===== config.mk =====
export PLATFORM = sky130hd
export DESIGN_NAME = cntupdn_seg7_bcd
export DESIGN_NICKNAME = d
export VERILOG_FILES = /design/src/rtl/seg7_pkg.sv /design/src/rtl/bcd_digit_step.sv /design/src/rtl/cntupdn_seg7_bcd.sv
export SDC_FILE = /design/constraint.sdc
export NUM_CORES = 1
export LEC_CHECK = 0
export CORE_MARGIN = 3
export CORE_UTILIZATION = 58
export CTS_CLUSTER_DIAMETER = 200
export DETAILED_ROUTE_END_ITERATION = 16
export PLACE_DENSITY_LB_ADDON = 0.08
export SLEW_MARGIN = 40
export SYNTH_ARGS = -nofsm -noshare
export SYNTH_HDL_FRONTEND = slang
export SYNTH_HIERARCHICAL = 1
export SYNTH_SLANG_ARGS = --single-unit

===== constraint.sdc =====
create_clock -name clk -period 8.5 [get_ports clk]
set_input_delay 1.275 -clock clk [delete_from_list [all_inputs] [get_ports clk]]
set_output_delay 1.275 -clock clk [all_outputs]
set_load 0.03 [all_outputs]

===== src/rtl/seg7_pkg.sv =====
// Shared types and constants for the BCD counter / seven-segment display path.
//   bcd_t     : one BCD digit (0..9 when valid)
//   BCD_MAX   : largest legal BCD digit value
//   BCD_ZERO  : digit value zero
package seg7_pkg;

    typedef logic [3:0] bcd_t;

    localparam bcd_t BCD_MAX  = 4'd9;
    localparam bcd_t BCD_ZERO = '0;

endpackage


===== src/rtl/bcd_digit_step.sv =====
// One BCD digit of the up/down counter, purely combinational.
// Ports:
//   d       : current digit value
//   dig_max : largest value this digit may hold (9, or the MSD limit)
//   up      : 1 = increment, 0 = decrement
//   cin     : step request from the lower digit (carry or borrow)
//   q       : next digit value
//   cout    : step request passed on to the higher digit (carry or borrow)
module bcd_digit_step
    import seg7_pkg::*;
(
    input  bcd_t d,
    input  bcd_t dig_max,
    input  logic up,
    input  logic cin,
    output bcd_t q,
    output logic cout
);

    always_comb begin
        q    = d;
        cout = 1'b0;
        if (cin) begin
            if (up) begin
                // >= so an out-of-range digit still rolls over cleanly
                if (d >= dig_max) begin
                    q    = BCD_ZERO;
                    cout = 1'b1;
                end else begin
                    q = d + 4'd1;
                end
            end else begin
                if (d == BCD_ZERO) begin
                    q    = dig_max;
                    cout = 1'b1;
                end else begin
                    q = d - 4'd1;
                end
            end
        end
    end

endmodule


===== src/rtl/cntupdn_seg7_bcd.sv =====
// N-digit BCD up/down counter feeding the seven-segment display path.
// Steps once per tick; sync clear and parallel load; wraps or saturates at the
// limits; the most-significant digit may have a reduced maximum (e.g. 0..59).
// Ports:
//   clk         : system clock, rising edge
//   n_rst       : asynchronous active-low reset
//   tick        : count enable, one-cycle pulse
//   up_dn       : 1 = count up, 0 = count down
//   clear       : synchronous clear (highest priority)
//   load        : synchronous parallel load (beats tick)
//   load_val    : BCD value to load, digit 0 in the low nibble
//   seg7val_out : registered BCD digits
//   carry_out   : one-cycle pulse on wrap (up: MAX->0, down: 0->MAX)
//   limit_hit   : one-cycle pulse when a step is refused in saturate mode
//   at_max      : count equals MAX
//   at_zero     : count equals zero
module cntupdn_seg7_bcd
    import seg7_pkg::*;
#(
    parameter int unsigned NUM_DIGITS = 4,
    parameter int unsigned MSD_MAX    = 9,
    parameter bit          WRAP_EN    = 1'b1
) (
    input  logic                    clk,
    input  logic                    n_rst,
    input  logic                    tick,
    input  logic                    up_dn,
    input  logic                    clear,
    input  logic                    load,
    input  logic [4*NUM_DIGITS-1:0] load_val,
    output logic [4*NUM_DIGITS-1:0] seg7val_out,
    output logic                    carry_out,
    output logic                    limit_hit,
    output logic                    at_max,
    output logic                    at_zero
);

    localparam bcd_t MSD_LIM = bcd_t'(MSD_MAX);

    bcd_t [NUM_DIGITS-1:0] cnt_q, cnt_d;
    bcd_t [NUM_DIGITS-1:0] stepped;
    bcd_t [NUM_DIGITS-1:0] load_clamped;
    bcd_t [NUM_DIGITS-1:0] max_val;
    logic [NUM_DIGITS:0]   chain;
    logic                  carry_q, carry_d;
    logic                  limit_q, limit_d;

    // The chain is always primed; the top gates the result with tick, so the
    // final cout simply means "a step now would cross a limit".
    assign chain[0] = 1'b1;

    for (genvar g = 0; g < NUM_DIGITS; g++) begin : g_digit
        localparam bcd_t DigMax = (g == NUM_DIGITS - 1) ? MSD_LIM : BCD_MAX;

        assign max_val[g] = DigMax;
        // Clamping to the digit's own max covers both non-BCD nibbles and an
        // oversized MSD.
        assign load_clamped[g] = (load_val[4*g +: 4] > DigMax) ? DigMax : load_val[4*g +: 4];

        bcd_digit_step u_step (
            .d       (cnt_q[g]),
            .dig_max (DigMax),
            .up      (up_dn),
            .cin     (chain[g]),
            .q       (stepped[g]),
            .cout    (chain[g+1])
        );
    end

    always_comb begin
        cnt_d   = cnt_q;
        carry_d = 1'b0;
        limit_d = 1'b0;
        if (clear) begin
            cnt_d = '0;
        end else if (load) begin
            cnt_d = load_clamped;
        end else if (tick) begin
            if (chain[NUM_DIGITS] && !WRAP_EN) begin
                limit_d = 1'b1;
            end else begin
                cnt_d   = stepped;
                carry_d = chain[NUM_DIGITS];
            end
        end
    end

    always_ff @(posedge clk or negedge n_rst) begin
        if (!n_rst) begin
            cnt_q   <= '0;
            carry_q <= 1'b0;
            limit_q <= 1'b0;
        end else begin
            cnt_q   <= cnt_d;
            carry_q <= carry_d;
            limit_q <= limit_d;
        end
    end

    assign seg7val_out = cnt_q;
    assign carry_out   = carry_q;
    assign limit_hit   = limit_q;
    assign at_max      = (cnt_q == max_val);
    assign at_zero     = (cnt_q == '0);

endmodule


### Yosys cells after proc, flatten, opt, wreduce, memory -nomap -nowiden

Index checks and enable logic that the tools add are counted.

| storage, ports and cells | value |
|---|---|
| input port bits | 22 |
| register bits after elaboration | 17 |
| output and inout bits | 20 |
| logic and storage cells | 74 |

| operators by class | value |
|---|---|
| muxes and demuxes | 40 |
| reductions and logical operators | 12 |
| magnitude comparators | 8 |
| equal/unequal tests | 1 |
| add/sub/neg operators | 8 |

Operators with widths:

| operator | count |
|---|---|
| $mux 4 | 19 |
| $mux 16 | 3 |
| $mux 1 | 18 |
| $add 4x1->4 const B | 4 |
| $eq 16x16->1 const B | 1 |
| $ge 4x4->1 const B | 4 |
| $gt 4x4->1 const B | 4 |
| $logic_not 16->1 | 1 |
| $logic_not 4->1 | 4 |
| $sub 4x1->4 const B | 4 |
| $reduce_bool 3->1 | 4 |
| $reduce_and 2->1 | 3 |

### Longest topological paths before layout

Gate-level depths: netlist of run 1.

| logic depth | value |
|---|---|
| word-level depth | 9 |
| depth in mapped cells | 16 |
| gate-level depth less buffers | 16 |

### Cells and area by module

Netlist of run 1, hierarchy kept.

By module, submodules not included:

| module | seq. area each (um^2) | times used | cells each | area each (um^2) |
|---|---|---|---|---|
| bcd_digit_step | 0.0 | 4 | 52 | 354.1 |
| cntupdn_seg7_bcd | 425.4 | 1 | 98 | 960.9 |

### Worst setup path before layout of run 1

No wires, ideal clock.

| timing | value |
|---|---|
| kind | input port to flip-flop |
| start point | input up_dn |
| end point | register cnt_q, in the netlist seg7val_out[14] |
| data arrival time | 3.832 ns |
| setup slack | 4.547 ns |
| setup time | 0.121 ns |
| buffers on the path | 0 |
| cell stages on the path | 13 |
| required time | 8.379 ns |
| path through | nand2b_2 > a21oi_1 > nor3_1 > o21ai_0 > nor3_1 > o21ai_0 > nor3_1 > inv_1 > a22oi_1 > o311ai_1 > mux2i_1 > a2bb2oi_1 > nor2_1 |

| between the ends | value |
|---|---|
| word-level cells in the longest chain between the ends | 5 |
| elaborated cells on any way between the ends | 12 |
| classes of those cells | 10 x mux; 2 x reduce/logical |

Ends and longest elaborated chain:

| what | line | RTL |
|---|---|---|
| start: declaration | cntupdn_seg7_bcd.sv:27 | `input logic up_dn,` |
| $mux 1 | bcd_digit_step.sv:24 | `if (up) begin` |
| named net chain[1] | cntupdn_seg7_bcd.sv:44 | `logic [NUM_DIGITS:0] chain;` |
| $mux 1 | bcd_digit_step.sv:23 | `if (cin) begin` |
| named net chain[2] | cntupdn_seg7_bcd.sv:44 |  |
| $mux 1 | bcd_digit_step.sv:23 |  |
| named net chain[3] | cntupdn_seg7_bcd.sv:44 |  |
| $reduce_bool 3->1 (no line) | -- |  |
| $reduce_and 2->1 (no line) | -- |  |
| end signal: assignment | cntupdn_seg7_bcd.sv:94 | `cnt_q <= cnt_d;` |
| end: declaration | cntupdn_seg7_bcd.sv:40 | `bcd_t [NUM_DIGITS-1:0] cnt_q, cnt_d;` |

The timed path passes the listed nets, and every way through them passes these cells. The select of a mux whose other input is x is not followed.
A chain may end at the register's enable or synchronous reset.

### Final worst setup path of run 1

Ends and elaborated chain as after synthesis.

==> impl_metrics.yaml, run 1 <==
floorplanning:
  core_region_area_mm2: 0.00380
  die_h_um: 70.0
  initial_core_util_pct: 62.6
  rows: 22
  die-area_mm2: 0.00490
  die_w_um: 70.0
  ios: 42
critical_path:
  crit_path_start_kind: "input port"
  critPathLaunch: "up_dn"
  slowest_stage: "nor3_1"
  critPathCaptureType: "flop"
  critPathRequiredTime_ns: 8.62
  cp_cell_sequence: "clkdlybuf4s50_1 -> buf_4 -> nand2b_2 -> a21oi_1 -> nor3_1 -> o21ai_0 -> nor3_1 -> o21ai_0 -> nor3_1 -> inv_1 -> a22oi_1 -> o311ai_1 -> mux2i_1 -> a2bb2oi_1 -> nor2_1"
  regToRegSetupSlack_ns: 4.05
  r2r-end: "seg7val_out[14]"
  reg2reg_from: "seg7val_out[0]"
  crit_fanout: 24
  crit_type: "in -> reg"
  arrival_ns: 5.13
  slowest_delay_ns: 0.61
  cp-endpoint: "seg7val_out[14]"
  rr_worst_depth: 15
  cpMostUsedCell: "nor3_1"
routing:
  drt-total-wl_um: 6300
  detail-route-antenna-nets: 0
  drc: 0
  via_per_inst: 5.88
  vias: 2554
  first_iter_violations: 230
  dr.pass1.iters: 5
  routedWlPerCell_um: 14.5
final_layout:
  nNetsFinal: 433
  drive_gt1_share_pct: 5.96
  nFillCells: 289
  utilization_pct: 78.6
  antenna_cells: 0
  final_area_mm2: 0.00298
  final_cell_count_no_fill: 434
  synthToLayoutAreaGrowth_pct: 25.5
grt:
  grt_pass1_wl_um: 10700
  grt_max_degree: 26
  grt.total_usage_pct: 25.6
  grt_pass1_vias: 2458
  gr-total-overflow: 0
  antenna_found_initial: 0
placed_design:
  gp_congestion: 0.911
  dp_worst_setup_slack_ns: 3.23
  dpl-instance-area_mm2: 0.00295
  dpl.hpwl_um: 4790
  numPortBuffers: 40
  placed_cells: 430
pwr:
  power_mw: 0.308
  combinationalPowerShare_pct: 46.8
  p_int_mw: 0.182
  pwr-share-seq_pct: 32.6
  p_sw_mw: 0.126
  peakVddDrop_mv: 0.112
  p_leak_nw: 1.35
  p_sw_share_pct: 40.9
  p_clk_share_pct: 20.6
  p_per_area_mw_per_mm2: 103
cts:
  cts.htree.levels: 1
  cts_num_sinks: 17
  cts-hold-fix-buffers: 0
  cts_buffers: 3
  clk_pin_slew_ns: 0.07
  postCtsSetupBuffers: 0
  clockBufferDepth: 2
  cts_resized: 0
  clock_latency_ns: 0.25
  root_buffer: "clkbuf_8"
  tritoncts: "built"
min_path:
  whs_path_depth: 3
  hold_path_class: "reg -> reg"
sta:
  layout_setup_ws_ns: 3.49
  worst_slew_pin_slew_ns: 0.679
  fmax_mhz: 200
  final-hold-violation-count: 0
  final.setup_skew_ns: 0.00141
  fin_crit_sh_pct: 58.9
  relSlewSlack_pct: 54.4
  tns_ns: 0
  period_minus_slack_ns: 5.01
  finalMaxSlewViolations: 0
  rsz0062_at_grt: "false"
  holdWs_ns: 0.881
  finalSetupViolations: 0
synth:
  ys_seq_area_share_pct: 17.9
  syn_avg_cell_area_um2: 7.77
  synth_area_leader_cell: "dfrtp_1"
  synth_seq_cells: 17
  yosysUniqueCellTypes: 34
  synth_common_cells: "44 x inv_1, 25 x nor2_1, 24 x ha_1"
  synthTopCellsByArea: "dfrtp_1 18%, ha_1 13%, inv_1 6.9%, a2111oi_4 4.6%, nor2_1 3.9%"
  synth_area_mm2: 0.00238
  synth_edf_count: 0
  synth_most_common_cell: "inv_1"
  ys.flop_type: "dfrtp_1"
  synth_top_area_share_pct: 17.9
  ys_warn_count: 6
  async_reset_ff_share_pct: 100
  synth_cells: 306
run:
  maxCapViolCount: 0
run_status:
  status: "finished, final reports clean"
critical path, delay by kind of cell:
| family | cells | cell delay, ns |
|---|---|---|
| buffers and inverters | 3 | 0.81 |
| AOI/OAI and AO/OA | 6 | 0.99 |
| and+or+nand+nor | 5 | 1.89 |
| muxes | 1 | 0.15 |
power groups by stage:
stage / combinational [mW] / clock (mW) / sequential (mW)
2_1_floorplan: 0.0913 / 0 / 0.108
3_5_place_dp: 0.142 / 0 / 0.102
3_3_place_gp: 0.138 / 0 / 0.102
5_1_grt: 0.159 / 0.0691 / 0.102
6_report: 0.144 / 0.0635 / 0.101
4_1_cts: 0.143 / 0.0641 / 0.100
cells in the final DEF, fill, tap and decap left out, types with 4 or more instances in the layout:
cell type	count
nand4_1	6
or2_2	4
o2111ai_1	8
clkdlybuf4s50_1	37
and2b_1	9
nand2b_2	4
nor3b_2	4
nand3_1	4
nor4_1	4
a311oi_1	4
a21oi_1	12
dfrtp_1	17
a22oi_1	4
nor3_1	18
mux2i_1	8
a211oi_1	8
nand2_1	7
or3_1	4
a2bb2oi_1	8
o21ai_0	16
nor2_1	25
o211ai_1	8
a2111oi_4	4
ha_1	24
o21ai_1	8
inv_1	44
nand2b_1	12
conb_1	44
a31oi_1	12
o311ai_1	8
layer usage:
| layer | part of all wire, % | global-route usage (%) |
|---|---|---|
| met5 | 0 | 0 |
| met4 | 1.6 | 4.89 |
| met3 | 6.7 | 5.04 |
| met2 | 50 | 47.6 |
| met1 | 42 | 30.2 |
cell type report:
type	count	area, um2	share of cell area, %
inverters	44	165	5.53
well taps	48	60.1	2.01
flip-flops and latches	17	425	14.3
clock buffers	4	45.0	1.51
repair buffers	41	393	13.2
multi-input cells	280	1900	63.5
worst min path at each step:
stage / startpoint / to
finish: seg7val_out[9] / seg7val_out[9]
global route: n_rst / carry_out
CTS: seg7val_out[9] / seg7val_out[9]
detailed placement: seg7val_out[9] / seg7val_out[9]
global placement: seg7val_out[13] / seg7val_out[13]
floorplan: seg7val_out[9] / seg7val_out[9]
registers in the layout, indices dropped and copies added (netlist names):
register / count
seg7val_out: 16
carry_out: 1
kinds of logic (layout without fill, tap and decap cells):
group,count (synthesis),in the layout,synth area share [%]
adders and majority gates,24,24,12.6
buffers and inverters,51,89,9.00
DFF,17,17,17.9
other,2,44,0.316
AOI/OAI and AO/OA,100,100,32.0
muxes,8,8,3.37
and+or+nand+nor,104,104,24.8
Power figures use the tool's default switching activity.
==> run 2, diff against run 1 <==
--- a/config.mk
+++ b/config.mk
@@ -6,7 +6,7 @@
 export NUM_CORES = 1
 export LEC_CHECK = 0
 export CORE_MARGIN = 3
-export CORE_UTILIZATION = 58
+export CORE_UTILIZATION = 54
 export CTS_CLUSTER_DIAMETER = 200
 export DETAILED_ROUTE_END_ITERATION = 16
 export PLACE_DENSITY_LB_ADDON = 0.08
==> constraint.sdc (replaced) <==
create_clock -name clk -period 4.65 [get_ports clk]
set_input_delay 0.6975 -clock clk [delete_from_list [all_inputs] [get_ports clk]]
set_output_delay 0.6975 -clock clk [all_outputs]
set_load 0.03 [all_outputs]
==> impl_metrics.yaml, run 2 (synthesized netlist as in run 1, its figures left out) <==
routing:
  drt-total-wl_um: 6060
  via_per_inst: 5.71
  vias: 2501
  first_iter_violations: 219
  drc: 0
  dr.pass1.iters: 7
  routedWlPerCell_um: 13.8
  detail-route-antenna-nets: 0
sta:
  tns_ns: 0
  fmax_mhz: 262
  final.setup_skew_ns: 0.000792
  holdWs_ns: 0.363
  layout_setup_ws_ns: 0.830
  worst_slew_pin_slew_ns: 0.771
  period_minus_slack_ns: 3.82
  finalSetupViolations: 0
  fin_crit_sh_pct: 82.2
  rsz0062_at_grt: "false"
  finalMaxSlewViolations: 0
  final-hold-violation-count: 0
  relSlewSlack_pct: 48.4
critical_path:
  critPathLaunch: "up_dn"
  worst-path-buf-inv: 3
  cp.depth: 15
  slowest_delay_ns: 0.62
  cpMostUsedCell: "nor3_1"
  slowest_stage: "clkdlybuf4s50_1"
  arrival_ns: 3.94
  regToRegSetupSlack_ns: 0.90
  cp_cell_sequence: "clkdlybuf4s50_1 -> nand2b_2 -> a21oi_1 -> nor3_1 -> o21ai_0 -> nor3_1 -> o21ai_0 -> nor3_1 -> buf_4 -> inv_1 -> a22oi_1 -> o311ai_1 -> mux2i_1 -> a2bb2oi_1 -> nor2_1"
  critPathTopFamily: "simple AND/OR/NAND/NOR gates"
  critPathCaptureType: "flop"
  crit_fanout: 10
  crit_path_start_kind: "input port"
  cp-endpoint: "seg7val_out[14]"
  crit_type: "in -> reg"
  r2r-end: "seg7val_out[14]"
  reg2reg_from: "seg7val_out[0]"
  rr_worst_depth: 16
  critPathRequiredTime_ns: 4.77
pwr:
  peakVddDrop_mv: 0.191
  p_per_area_mw_per_mm2: 187
  p_leak_nw: 1.36
grt:
  grt_pass1_vias: 2296
  antenna_found_initial: 0
  grt.total_usage_pct: 23.7
  grt_pass1_wl_um: 10300
  gr-total-overflow: 0
  grt_max_degree: 26
cts:
  clock_latency_ns: 0.26
  cts.htree.levels: 1
  cts_buffers: 3
  cts-hold-fix-buffers: 0
  cts_resized: 0
  root_buffer: "clkbuf_8"
  clk_pin_slew_ns: 0.07
  tritoncts: "built"
  cts_num_sinks: 17
  postCtsSetupBuffers: 0
  clockBufferDepth: 2
run:
  maxCapViolCount: 0
final_layout:
  synthToLayoutAreaGrowth_pct: 26.3
  antenna_cells: 0
  final_cell_mix: "44 x inv_1, 44 x conb_1, 37 x clkdlybuf4s50_1, 25 x nor2_1, 24 x ha_1"
  nNetsFinal: 435
  largest_register_ffs: 16
  utilization_pct: 72.9
  nFillCells: 327
  drive_gt1_share_pct: 6.44
min_path:
  hold_path_class: "in -> async"
run_status:
  status: "finished, final reports clean"
floorplanning:
  rows: 23
  die_w_um: 72.4
  die_h_um: 72.4
  core_region_area_mm2: 0.00412
  initial_core_util_pct: 57.8
  ios: 42
  die-area_mm2: 0.00523
placed_design:
  dp_worst_setup_slack_ns: 0.627
  dpl.hpwl_um: 4450
  gp_congestion: 0.934
  numPortBuffers: 40
[run 2: changes by cell type in the layout (fill, tap and decap cells not counted), sizes merged]
cell / previous run / this run
buf: 4 / 6
[run 2: layer usage]
layer	track usage (%)	part of all wire (%)
met2	41.1	48
met4	3.55	0.23
met5	0	0
met1	31.6	45
met3	3.74	6.0
[run 2: cell type report]
class / count / area (um2) / share of cell area [%]
Clock buffer: 4 / 45.0 / 1.50
Inverter: 44 / 165 / 5.50
Multi-Input combinational cell: 280 / 1900 / 63.2
Sequential cell: 17 / 425 / 14.2
Tap cell: 50 / 62.6 / 2.08
Timing Repair Buffer: 43 / 408 / 13.6
[run 2: worst min-delay path by stage]
stage,to,slack [ns],depth (start not counted),start
6_report,seg7val_out[4],0.36,1,n_rst
5_1_grt,seg7val_out[6],0.38,1,n_rst
2_1_floorplan,carry_out,0.40,0,n_rst
4_1_cts,seg7val_out[9],0.88,3,seg7val_out[9]
3_3_place_gp,seg7val_out[13],0.86,3,seg7val_out[13]
3_5_place_dp,seg7val_out[9],0.86,3,seg7val_out[9]
[run 2: power by group]
part / leakage, nW / internal [mW] / switching (mW) / total, mW
clock network: 0.0228 / 0.0610 / 0.0543 / 0.115
registers: 0.226 / 0.157 / 0.0279 / 0.185
logic: 1.11 / 0.117 / 0.146 / 0.263
[run 2: through the flow]
stage	total power, mW	cell area, um2	cells
finish	0.563	3000	438
global route	0.604	3000	438
CTS	0.563	3010	438
detailed placement	0.446	2970	434
global placement	0.441	2970	434
floorplan	0.364	2530	348
